**config.mk**
```make
export PLATFORM = sky130hd
export DESIGN_NAME = bert_pattern_gen_flat
export DESIGN_NICKNAME = d
export VERILOG_FILES = /design/src/rtl/bert_pkg.sv /design/src/rtl/bert_pattern_gen_if.sv /design/src/rtl/bert_lfsr13.sv /design/src/rtl/bert_pattern_gen.sv /design/src/flat_wrapper.sv
export SDC_FILE = /design/constraint.sdc
export NUM_CORES = 1
export LEC_CHECK = 0
export ABC_AREA = 1
export CORE_UTILIZATION = 60
export CTS_BUF_LIST = sky130_fd_sc_hd__clkbuf_4
export CTS_CLUSTER_DIAMETER = 60
export DETAILED_ROUTE_END_ITERATION = 10
export DONT_BUFFER_PORTS = 1
export PLACE_DENSITY = 0.76
export REMOVE_ABC_BUFFERS = 1
export SLEW_MARGIN = 20
export SYNTH_ARGS = -nofsm -noshare
export SYNTH_HDL_FRONTEND = slang
export SYNTH_SLANG_ARGS = --single-unit
```
**constraint.sdc**
```tcl
create_clock -name clk -period 4.6 [get_ports clk]
set_clock_uncertainty 0.2 [all_clocks]
set_input_delay 0.23 -clock clk [delete_from_list [all_inputs] [get_ports clk]]
set_output_delay 0.23 -clock clk [all_outputs]
set_load 0.1 [all_outputs]
```
**src/rtl/bert_pkg.sv**
```systemverilog
// Shared definitions for the BERT transmit pattern source: word width, LFSR
// taps, fixed pattern constants, mode and state encodings, and the pure
// helper functions used by both the LFSR and the top-level word selection.
package bert_pkg;

  localparam int WIDTH = 13;
  typedef logic [WIDTH-1:0] word_t;

  // PRBS-13 taps 13,4,3,1 expressed as zero-based state bit indices.
  localparam int TAP_A = 12;
  localparam int TAP_B = 3;
  localparam int TAP_C = 2;
  localparam int TAP_D = 0;

  localparam word_t LOCKUP_SEED = 13'h0001;
  localparam word_t ALT_A       = 13'h0AAA;
  localparam word_t ALT_B       = 13'h1555;

  // Highest legal bit index for error injection.
  localparam logic [3:0] MAX_POS = 4'(WIDTH - 1);

  typedef enum logic [1:0] {
    MODE_PRBS  = 2'd0,
    MODE_FIXED = 2'd1,
    MODE_ALT   = 2'd2,
    MODE_ZERO  = 2'd3
  } mode_e;

  typedef enum logic [1:0] {
    ST_IDLE  = 2'd0,
    ST_RUN   = 2'd1,
    ST_DRAIN = 2'd2
  } state_e;

  // One Fibonacci step: feedback shifts in at bit 0.
  function automatic word_t lfsr_step(word_t s);
    return {s[WIDTH-2:0], s[TAP_A] ^ s[TAP_B] ^ s[TAP_C] ^ s[TAP_D]};
  endfunction

  // An all-zero LFSR never leaves zero, so a zero seed is replaced.
  function automatic word_t seed_fix(word_t s);
    return (s == '0) ? LOCKUP_SEED : s;
  endfunction

  function automatic word_t pattern_word(mode_e m, word_t fixed, word_t prbs,
                                         logic phase);
    case (m)
      MODE_PRBS:  return prbs;
      MODE_FIXED: return fixed;
      MODE_ALT:   return phase ? ALT_B : ALT_A;
      default:    return '0;
    endcase
  endfunction

endpackage

```
**src/rtl/bert_pattern_gen_if.sv**
```systemverilog
// Valid/ready word stream between the pattern source and its sink.
//   tx_data  : 13-bit pattern word
//   tx_valid : tx_data is valid
//   tx_ready : sink accepts; a transfer is tx_valid & tx_ready
interface bert_pattern_gen_if;
  import bert_pkg::*;

  word_t tx_data;
  logic  tx_valid;
  logic  tx_ready;

  modport master (output tx_data, output tx_valid, input tx_ready);
  modport slave  (input tx_data, input tx_valid, output tx_ready);
endinterface

```
**src/rtl/bert_lfsr13.sv**
```systemverilog
// PRBS-13 state register with seed load and period-wrap detection.
//   load/load_val : load a new seed (zero replaced by 13'h0001); it also
//                   becomes the start seed that wrap is measured against
//   advance       : step the LFSR once
//   state         : current LFSR value
//   wrap          : one-cycle pulse after an advance lands on the start seed
module bert_lfsr13
  import bert_pkg::*;
(
  input  logic  clk,
  input  logic  rst,
  input  logic  load,
  input  word_t load_val,
  input  logic  advance,
  output word_t state,
  output logic  wrap
);

  word_t start_q;
  word_t next_s;

  assign next_s = lfsr_step(state);

  // NOTE: state registers use non-blocking assignments so every flop samples
  // pre-edge values regardless of statement order.
  always_ff @(posedge clk or posedge rst) begin
    if (rst) begin
      state   <= LOCKUP_SEED;
      start_q <= LOCKUP_SEED;
      wrap    <= 1'b0;
    end else begin
      wrap <= 1'b0;
      if (load) begin
        state   <= seed_fix(load_val);
        start_q <= seed_fix(load_val);
      end else if (advance) begin
        state <= next_s;
        wrap  <= (next_s == start_q);
      end
    end
  end

endmodule

```
**src/rtl/bert_pattern_gen.sv**
```systemverilog
// Transmit-side BERT pattern source. Emits PRBS-13, fixed, alternating or
// all-zero words over a valid/ready stream, with single-bit error injection
// and saturating transfer/injection counters.
//   clk, rst        : clock, asynchronous active-high reset
//   enable          : level request to generate words
//   mode            : pattern select, latched on IDLE->RUN
//   seed, seed_load : LFSR seed and load pulse (IDLE only)
//   fixed_pattern   : word for fixed mode, latched on IDLE->RUN
//   inject_req/pos  : request a flip of bit inject_pos (0..12) on the next load
//   tx              : word stream (master side)
//   inject_ack      : pulse when a flipped word is loaded into tx_data
//   period_wrap     : pulse when the PRBS state returns to its start seed
//   word_count      : accepted transfers, saturating
//   injected_count  : accepted flipped words, saturating
module bert_pattern_gen
  import bert_pkg::*;
#(
  parameter int WIDTH = 13,
  parameter int CNT_W = 32
) (
  input  logic                   clk,
  input  logic                   rst,
  input  logic                   enable,
  input  logic [1:0]             mode,
  input  logic [WIDTH-1:0]       seed,
  input  logic                   seed_load,
  input  logic [WIDTH-1:0]       fixed_pattern,
  input  logic                   inject_req,
  input  logic [3:0]             inject_pos,
  bert_pattern_gen_if.master     tx,
  output logic                   inject_ack,
  output logic                   period_wrap,
  output logic [CNT_W-1:0]       word_count,
  output logic [CNT_W-1:0]       injected_count
);

  state_e     state_q, state_d;
  mode_e      mode_q;
  word_t      fixed_q;
  word_t      data_q;
  word_t      lfsr_state;
  word_t      first_word, next_word, load_word, flip_mask;
  logic       alt_phase_q;
  logic       pending_q;
  logic [3:0] pos_q;
  logic       flipped_q;
  logic       load_first, load_next, load;
  logic       transfer, advance, lfsr_load, inj_ok;

  assign transfer  = tx.tx_valid & tx.tx_ready;
  assign tx.tx_data = data_q;
  assign load      = load_first | load_next;
  assign advance   = transfer & (mode_q == MODE_PRBS);
  assign lfsr_load = (state_q == ST_IDLE) & seed_load;
  assign inj_ok    = inject_req & (inject_pos <= MAX_POS);
  assign flip_mask = pending_q ? (word_t'(1) << pos_q) : '0;

  // A seed loaded on the same edge as the first word is used directly.
  assign first_word = pattern_word(mode_e'(mode), fixed_pattern,
                                   seed_load ? seed_fix(seed) : lfsr_state,
                                   alt_phase_q);
  assign next_word  = pattern_word(mode_q, fixed_q, lfsr_step(lfsr_state),
                                   ~alt_phase_q);
  assign load_word  = load_first ? first_word : next_word;

  bert_lfsr13 u_lfsr (
    .clk      (clk),
    .rst      (rst),
    .load     (lfsr_load),
    .load_val (seed),
    .advance  (advance),
    .state    (lfsr_state),
    .wrap     (period_wrap)
  );

  always_ff @(posedge clk or posedge rst) begin
    if (rst) state_q <= ST_IDLE;
    else     state_q <= state_d;
  end

  // NOTE: every signal written here gets a default first, so no path leaves
  // it unassigned and no latch is inferred.
  always_comb begin
    state_d     = state_q;
    load_first  = 1'b0;
    load_next   = 1'b0;
    tx.tx_valid = 1'b0;
    case (state_q)
      ST_IDLE: begin
        if (enable) begin
          state_d    = ST_RUN;
          load_first = 1'b1;
        end
      end
      ST_RUN: begin
        tx.tx_valid = 1'b1;
        if (transfer) begin
          if (enable) load_next = 1'b1;
          else        state_d   = ST_DRAIN;
        end
      end
      ST_DRAIN: state_d = ST_IDLE;
      default:  state_d = ST_IDLE;
    endcase
  end

  always_ff @(posedge clk or posedge rst) begin
    if (rst) begin
      mode_q         <= MODE_PRBS;
      fixed_q        <= '0;
      data_q         <= '0;
      alt_phase_q    <= 1'b0;
      pending_q      <= 1'b0;
      pos_q          <= '0;
      flipped_q      <= 1'b0;
      inject_ack     <= 1'b0;
      word_count     <= '0;
      injected_count <= '0;
    end else begin
      inject_ack <= 1'b0;

      if (load_first) begin
        mode_q  <= mode_e'(mode);
        fixed_q <= fixed_pattern;
      end

      if (transfer && mode_q == MODE_ALT) alt_phase_q <= ~alt_phase_q;

      // The flip uses the pending flag as it stood before this edge, so a
      // request arriving with a load lands on the following word.
      if (load) begin
        data_q     <= load_word ^ flip_mask;
        flipped_q  <= pending_q;
        inject_ack <= pending_q;
      end

      if (inj_ok) begin
        pending_q <= 1'b1;
        pos_q     <= inject_pos;
      end else if (load) begin
        pending_q <= 1'b0;
      end

      if (transfer) begin
        if (word_count != '1) word_count <= word_count + 1'b1;
        if (flipped_q && injected_count != '1)
          injected_count <= injected_count + 1'b1;
      end
    end
  end

endmodule

```
**src/flat_wrapper.sv**
```systemverilog
// flat-port wrapper written by rule: the top's interface ports become plain ports
module bert_pattern_gen_flat import bert_pkg::*;
#(
  parameter int WIDTH = 13,
  parameter int CNT_W = 32
)
  (clk, rst, enable, mode, seed, seed_load, fixed_pattern, inject_req, inject_pos, inject_ack, period_wrap, word_count, injected_count, tx_tx_data, tx_tx_valid, tx_tx_ready);
  bert_pattern_gen_if tx_i ();
  input  logic clk;
  input  logic rst;
  input  logic enable;
  input  logic [1:0] mode;
  input  logic [WIDTH-1:0] seed;
  input  logic seed_load;
  input  logic [WIDTH-1:0] fixed_pattern;
  input  logic inject_req;
  input  logic [3:0] inject_pos;
  output logic inject_ack;
  output logic period_wrap;
  output logic [CNT_W-1:0] word_count;
  output logic [CNT_W-1:0] injected_count;
  output wire logic [$bits(tx_i.tx_data)-1:0] tx_tx_data;
  output wire logic [$bits(tx_i.tx_valid)-1:0] tx_tx_valid;
  input wire logic [$bits(tx_i.tx_ready)-1:0] tx_tx_ready;
  assign tx_tx_data = tx_i.tx_data;
  assign tx_tx_valid = tx_i.tx_valid;
  assign tx_i.tx_ready = tx_tx_ready;
  bert_pattern_gen #(.WIDTH(WIDTH), .CNT_W(CNT_W)) u_core (.clk(clk), .rst(rst), .enable(enable), .mode(mode), .seed(seed), .seed_load(seed_load), .fixed_pattern(fixed_pattern), .inject_req(inject_req), .inject_pos(inject_pos), .tx(tx_i), .inject_ack(inject_ack), .period_wrap(period_wrap), .word_count(word_count), .injected_count(injected_count));
endmodule
```
==> results.json, run 1 <==
{
  "status": "completed",
  "cts_tree": "yes",
  "crit_buf_inv": 3,
  "hold_path_depth": 6,
  "setup_viol": 0,
  "synthAdderAreaFrac": 0.00333,
  "stdcell_area_mm2": 0.00848,
  "ys_types": 46,
  "netlist_instances": 1002,
  "drc_errors": 0,
  "cpLargestDelayFamily": "buffers and inverters",
  "initial_utilization": 0.620,
  "slew_viol_final": 0,
  "p_leak_nw": 4.07,
  "dieWidth_um": 114,
  "synth_top_area_frac": 0.423,
  "row_count": 40,
  "fmax_ghz": 0.304,
  "wl_per_cell_um": 15.5,
  "grt_use_met2": 0.524,
  "gp_congestion": 0.943,
  "setup_tns_ns": 0,
  "cts_buffer_depth": 2,
  "syn_area_mm2": 0.00751,
  "via_count": 6898,
  "async_flop_share": 1.00,
  "power_density_mw_per_mm2": 468,
  "synth_common_cells": "nand2_1 (357), dfrtp_1 (127), nor2_1 (105)",
  "antenna_left": 0,
  "critPathMaxFanout": 17,
  "ys_warn_count": 0,
  "required_ns": 4.89,
  "rsz0062_at_grt": "false",
  "finalPower_mw": 3.97,
  "grtUsageMet1": 0.389,
  "cts_root_buf": "clkbuf_4",
  "dpl.hpwl_um": 13500,
  "drive_above_1_share": 0.0816,
  "finalNetCount": 1107,
  "period_share": 0.714,
  "slowest_stage": "nor2_1",
  "io-pin-count": 118,
  "cts_sinks": 129,
  "worstReg2RegEnd": "u_core.u_lfsr.start_q[3]",
  "finalCriticalPeriod_ns": 3.28,
  "via_per_inst": 5.53,
  "peakVddDrop_uv": 423,
  "worst_slew_pin_slew_ns": 1.08,
  "critical_path_class": "flip-flop to flip-flop",
  "grt_pass1_wl_um": 31900,
  "cts-resized-gates": 0,
  "grt.busiest_layer": "met2",
  "slew_headroom": 0.274,
  "cap_viol_max_count": 0,
  "clkSlewWorstSetupHoldPaths_ns": 0.11,
  "hold_viol": 0,
  "hold_buffers": 51,
  "cpPeakStageDelay_ns": 0.84,
  "dr.pass1.iters": 5,
  "muxShareOfSynthArea": 0.00300,
  "worstSetupEndpointType": "flip-flop",
  "chipHeight_um": 114,
  "core_area_mm2": 0.0121,
  "synth_edf_count": 0,
  "grt.total_usage": 0.316,
  "synth-xor-area-share": 0.0862,
  "holdCritStartpoint": "seed[9]",
  "grt-ovfl-total": 0,
  "hold_class": "input pin to flip-flop",
  "portBuffers": 0,
  "post_cts_buffers": 0,
  "final_util": 0.700,
  "antenna_found_initial": 0,
  "path_cells": "nor2_1 > inv_2 > nor2_1 > nand2_1 > dlygate4sd3_1 > nand2_1 > dlygate4sd3_1",
  "cts_buffers": 17,
  "synth_area_leader_cell": "dfrtp_1",
  "regToRegSetupSlack_ns": 1.32,
  "critPathArrivalTime_ns": 3.58,
  "place_area_mm2": 0.00773,
  "synth.area.top_cells": "dfrtp_1 (42%), nand2_1 (18%), xor2_1 (5.5%)",
  "ys_seq_area_frac": 0.430,
  "first_iter_violations": 580,
  "clk_latency_ns": 0.55,
  "synth_most_common_cell": "nand2_1",
  "fillCellCount": 1006,
  "timing.rr.start": "u_core.state_q[1]",
  "yosys_register_bits": 129,
  "htreeDepth": 4,
  "ys.flop_type": "dfrtp_1",
  "dp_cells": 1165,
  "r2r_cells": 7,
  "areaGrowthSynthToFinish_pct": 12.8,
  "hold-path-endpoint": "u_core.tx.tx_data[9]",
  "totalWireLength_um": 19300,
  "n_antenna_cell": 0,
  "grt_use_met3": 0.0707,
  "yosys.area_share.simple": 0.327,
  "avgSynthCellArea_um2": 7.50,
  "grt_pass1_vias": 6665,
  "fin_cells": 1247,
  "synth-compound-area-share": 0.0819,
  "grt_max_degree": 98,
  "synth_top_family_by_area": "simple AND/OR/NAND/NOR gates",
  "dieArea_mm2": 0.0130,
  "cp-start-kind": "flip-flop"
}
how the worst max path moves through the flow:
| stage | from | end | slack (ns) | depth (start not counted) |
|---|---|---|---|---|
| after floorplan | rst | u_core.alt_phase_q | 0.73 | 1 |
| after global placement | u_core.word_count[28] | u_core.word_count[9] | 1.66 | 7 |
| after detailed placement | u_core.word_count[28] | u_core.word_count[8] | 1.68 | 7 |
| after CTS | u_core.state_q[1] | u_core.u_lfsr.start_q[2] | 1.44 | 7 |
| after global routing | u_core.state_q[1] | u_core.u_lfsr.start_q[2] | 1.09 | 7 |
| final | u_core.state_q[1] | u_core.u_lfsr.start_q[3] | 1.32 | 7 |
tightest hold or removal path, delay by kind of cell:
kind | cells | cell delay (ns)
XOR/XNOR | 1 | 0.12
AND/OR/NAND/NOR | 3 | 0.19
AO/OA/AOI/OAI | 2 | 0.23
flip-flops by register name, indices dropped and copies added, names as in the netlist:
signal and cells:
u_core.injected_count 32, u_core.word_count 32, u_core.pos_q 4, u_core.flipped_q 1, u_core.state_q 2, u_core.tx.tx_data 13, u_core.u_lfsr.start_q 13, u_core.alt_phase_q 1
u_core.inject_ack 1, u_core.pending_q 1, u_core.fixed_q 13, u_core.mode_q 2, u_core.u_lfsr.state 13, u_core.u_lfsr.wrap 1
cell usage in the layout (no fill, tap or decap), types with 3 or more instances in the layout:
| cell type | synthesis | routed |
|---|---|---|
| o21ai_1 | 3 | 3 |
| nor4_1 | 5 | 5 |
| o21ai_2 | 7 | 7 |
| nand3_1 | 45 | 45 |
| xor2_1 | 47 | 47 |
| clkinv_1 | 0 | 4 |
| xnor2_1 | 27 | 27 |
| buf_4 | 4 | 21 |
| dlygate4sd3_1 | 0 | 51 |
| nand4_1 | 16 | 16 |
| nor2_4 | 3 | 3 |
| nor2_1 | 105 | 105 |
| nor3_2 | 4 | 4 |
| inv_2 | 6 | 6 |
| inv_1 | 87 | 86 |
| clkbuf_4 | 0 | 22 |
| clkinv_2 | 0 | 3 |
| a21oi_1 | 7 | 7 |
| nand2_2 | 4 | 4 |
| o221ai_1 | 12 | 12 |
| nor3_1 | 24 | 24 |
| o21ai_0 | 45 | 45 |
| dfrtp_1 | 127 | 127 |
| nand2_1 | 357 | 357 |
| nand3b_1 | 3 | 3 |
| o211ai_1 | 12 | 12 |
layer usage:
layer,vias to the layer above,wire length (um)
met4,0,718
li1,3344,-
met3,56,1430
met5,-,0
met1,3198,7920
met2,300,9280
cell type report:
cell class              instances  area (um^2)  area share
clock buffers                  22          165      0.0195
clock inverters                 9         67.6     0.00797
inverters                      95          367      0.0432
multi-input cells             752         3770       0.445
flip-flops and latches        129         3230       0.381
well taps                     168          210      0.0248
repair buffers                 72          668      0.0788
power breakdown:
group	switching, mW	leakage (nW)	internal [mW]
logic	0.680	2.27	0.353
registers	0.910	1.67	1.34
clock network	0.402	0.133	0.285
total	1.99	4.07	1.98
metrics by stage:
step | worst slack (ns) | hold slack (ns)
floorplan | 0.732 | 0.0964
global placement | 1.66 | 0.0977
detailed placement | 1.68 | 0.113
CTS | 1.44 | 0.00274
global route | 1.09 | 0.0761
finish | 1.32 | 0.0435
cell families (layout without fill, tap and decap cells):
family	Yosys count	in the layout
adders and majority gates	2	2
AOI/OAI and AO/OA	96	96
xor gates and xnor gates	74	74
muxes	2	2
buffers and inverters	121	198
and+or+nand+nor	578	578
DFF	129	129
Note: power is estimated with default switching activity, not from simulation.
==> run 2: changes to the inputs <==
--- a/config.mk
+++ b/config.mk
@@ -11,7 +11,7 @@
 export CTS_CLUSTER_DIAMETER = 60
 export DETAILED_ROUTE_END_ITERATION = 10
 export DONT_BUFFER_PORTS = 1
-export PLACE_DENSITY = 0.76
+export PLACE_DENSITY = 0.79
 export REMOVE_ABC_BUFFERS = 1
 export SLEW_MARGIN = 20
 export SYNTH_ARGS = -nofsm -noshare
==> constraint.sdc (replaced) <==
create_clock -name clk -period 3 [get_ports clk]
set_clock_uncertainty 0.2 [all_clocks]
set_input_delay 0.15 -clock clk [delete_from_list [all_inputs] [get_ports clk]]
set_output_delay 0.15 -clock clk [all_outputs]
set_load 0.1 [all_outputs]
==> results.json, run 2 (synthesis gave the netlist of run 1 again) <==
{
  "grt.total_usage": 0.332,
  "status": "completed",
  "regToRegSetupSlack_ns": 0.71,
  "drive_above_1_share": 0.128,
  "fmax_ghz": 0.437,
  "switching_power_mw": 3.17,
  "first_iter_violations": 682,
  "antenna_found_initial": 0,
  "via_per_inst": 5.53,
  "slew_headroom": 0.375,
  "htreeDepth": 4,
  "gp_congestion": 0.931,
  "areaGrowthSynthToFinish_pct": 19.3,
  "mostFrequentLayoutCell": "nand2_1",
  "grtUsageMet1": 0.418,
  "stdcell_area_mm2": 0.00897,
  "portBuffers": 0,
  "path_cells": "buf_4 > nand3_1 > nor2_1 > nand3_1 > nor2_2 > nand2_1 > nor2_1 > nand2_1 > xnor2_1",
  "clkSlewWorstSetupHoldPaths_ns": 0.12,
  "clk_latency_ns": 0.57,
  "worstSetupEndpointType": "flip-flop",
  "finalPower_mw": 6.72,
  "n_antenna_cell": 0,
  "slew_viol_final": 0,
  "hold_class": "input pin to flip-flop",
  "totalWireLength_um": 20300,
  "cts_tree": "yes",
  "via_count": 7170,
  "cts_buffers": 17,
  "hold_buffers": 46,
  "period_share": 0.763,
  "p_leak_nw": 4.39,
  "p_int_mw": 3.55,
  "wl_per_cell_um": 15.7,
  "finalNetCount": 1155,
  "grt_use_met3": 0.0781,
  "critPathMaxFanout": 4,
  "dieArea_mm2": 0.0130,
  "cts_sinks": 129,
  "drc_errors": 0,
  "critPathArrivalTime_ns": 2.55,
  "mostFrequentLayoutCells": "nand2_1 (357), dfrtp_1 (127), nor2_1 (105)",
  "chipHeight_um": 114,
  "setup_tns_ns": 0,
  "cts-resized-gates": 0,
  "cts_root_buf": "clkbuf_4",
  "cap_viol_max_count": 0,
  "grt.busiest_layer": "met2",
  "power_density_mw_per_mm2": 749,
  "grt_max_degree": 122,
  "grt_pass1_wl_um": 33300,
  "hold_ws_ns": 0.00900,
  "core_area_mm2": 0.0121,
  "hold_viol": 0,
  "cpPeakStageDelay_ns": 0.37,
  "place_area_mm2": 0.00813,
  "switching_share": 0.472,
  "io-pin-count": 118,
  "rsz0062_at_grt": "false",
  "finalCriticalPeriod_ns": 2.29,
  "grt_pass1_vias": 6909,
  "critical_path_class": "flip-flop to flip-flop",
  "dieWidth_um": 114,
  "post_cts_buffers": 0,
  "antenna_left": 0,
  "worst_slew_pin_slew_ns": 0.938,
  "grt-ovfl-total": 0,
  "row_count": 40,
  "grt_use_met2": 0.558,
  "dpl.hpwl_um": 13900,
  "slowest_stage": "dfrtp_1",
  "cts_buffer_depth": 2,
  "pwr-share-clk": 0.226,
  "required_ns": 3.26,
  "peakVddDrop_uv": 817,
  "cp-start-kind": "flip-flop",
  "reg_top3": "u_core.injected_count (32), u_core.word_count (32)",
  "initial_utilization": 0.620,
  "setup_viol": 0,
  "seq_power_share": 0.421,
  "dr.pass1.iters": 7,
  "comb_power_share": 0.352
}
[run 2: changes by cell type in the layout (fill, tap and decap cells not counted), sizes merged]
cell,before,now
buf,21,73
bufinv,1,6
clkbuf,22,18
clkinv,7,4
clkinvlp,1,2
dlygate4sd3,51,47
inv,95,97
[run 2: stage by stage]
stage / utilization / worst slack [ns] / cells
detailed placement: 0.671 / 0.801 / 1217
finish: 0.740 / 0.710 / 1296
global route: 0.740 / 0.563 / 1296
global placement: 0.671 / 0.840 / 1217
CTS: 0.739 / 0.756 / 1295
floorplan: - / -0.788 / 976
[run 2: layout make-up]
type                       instances  area, um^2
inverter                          95         369
clock buffer                      18         135
fill                             971        3140
multi-input combinational        752        3770
tap                              168         210
clock inverter                    14         235
timing repair buffer             120        1020
sequential                       129        3230
[run 2: power groups by stage]
| stage | clock network (mW) | logic [mW] | registers (mW) |
|---|---|---|---|
| 3_5_place_dp | 0 | 2.26 | 2.86 |
| 4_1_cts | 1.54 | 2.34 | 2.82 |
| 3_3_place_gp | 0 | 2.24 | 2.85 |
| 5_1_grt | 1.62 | 2.56 | 2.86 |
| 6_report | 1.52 | 2.37 | 2.83 |
| 2_1_floorplan | 0 | 0.975 | 3.60 |
[run 2: metal layers]
metal	vias to the layer above	wire, um
met4	0	556
met2	363	9880
li1	3431	-
met3	56	1670
met1	3320	8240
met5	-	0
[run 2: path summary, 6_finish.rpt]
check	from	endpoint	cells past startpoint
min in group asynchronous	rst	u_core.word_count[22]	2
setup / recovery	u_core.injected_count[0]	u_core.injected_count[23]	9
setup reg to reg	u_core.injected_count[0]	u_core.injected_count[23]	9
hold / removal	seed[5]	u_core.tx.tx_data[5]	6
hold reg to reg	u_core.fixed_q[8]	u_core.fixed_q[8]	2
max in group asynchronous	rst	u_core.word_count[16]	3
[run 2: critical path: cells and delay by family (launching register included)]
family | cells | cell delay [ns]
simple gates | 7 | 1.18
flops | 1 | 0.37
buf+inv | 1 | 0.31
xor+xnor | 1 | 0.12
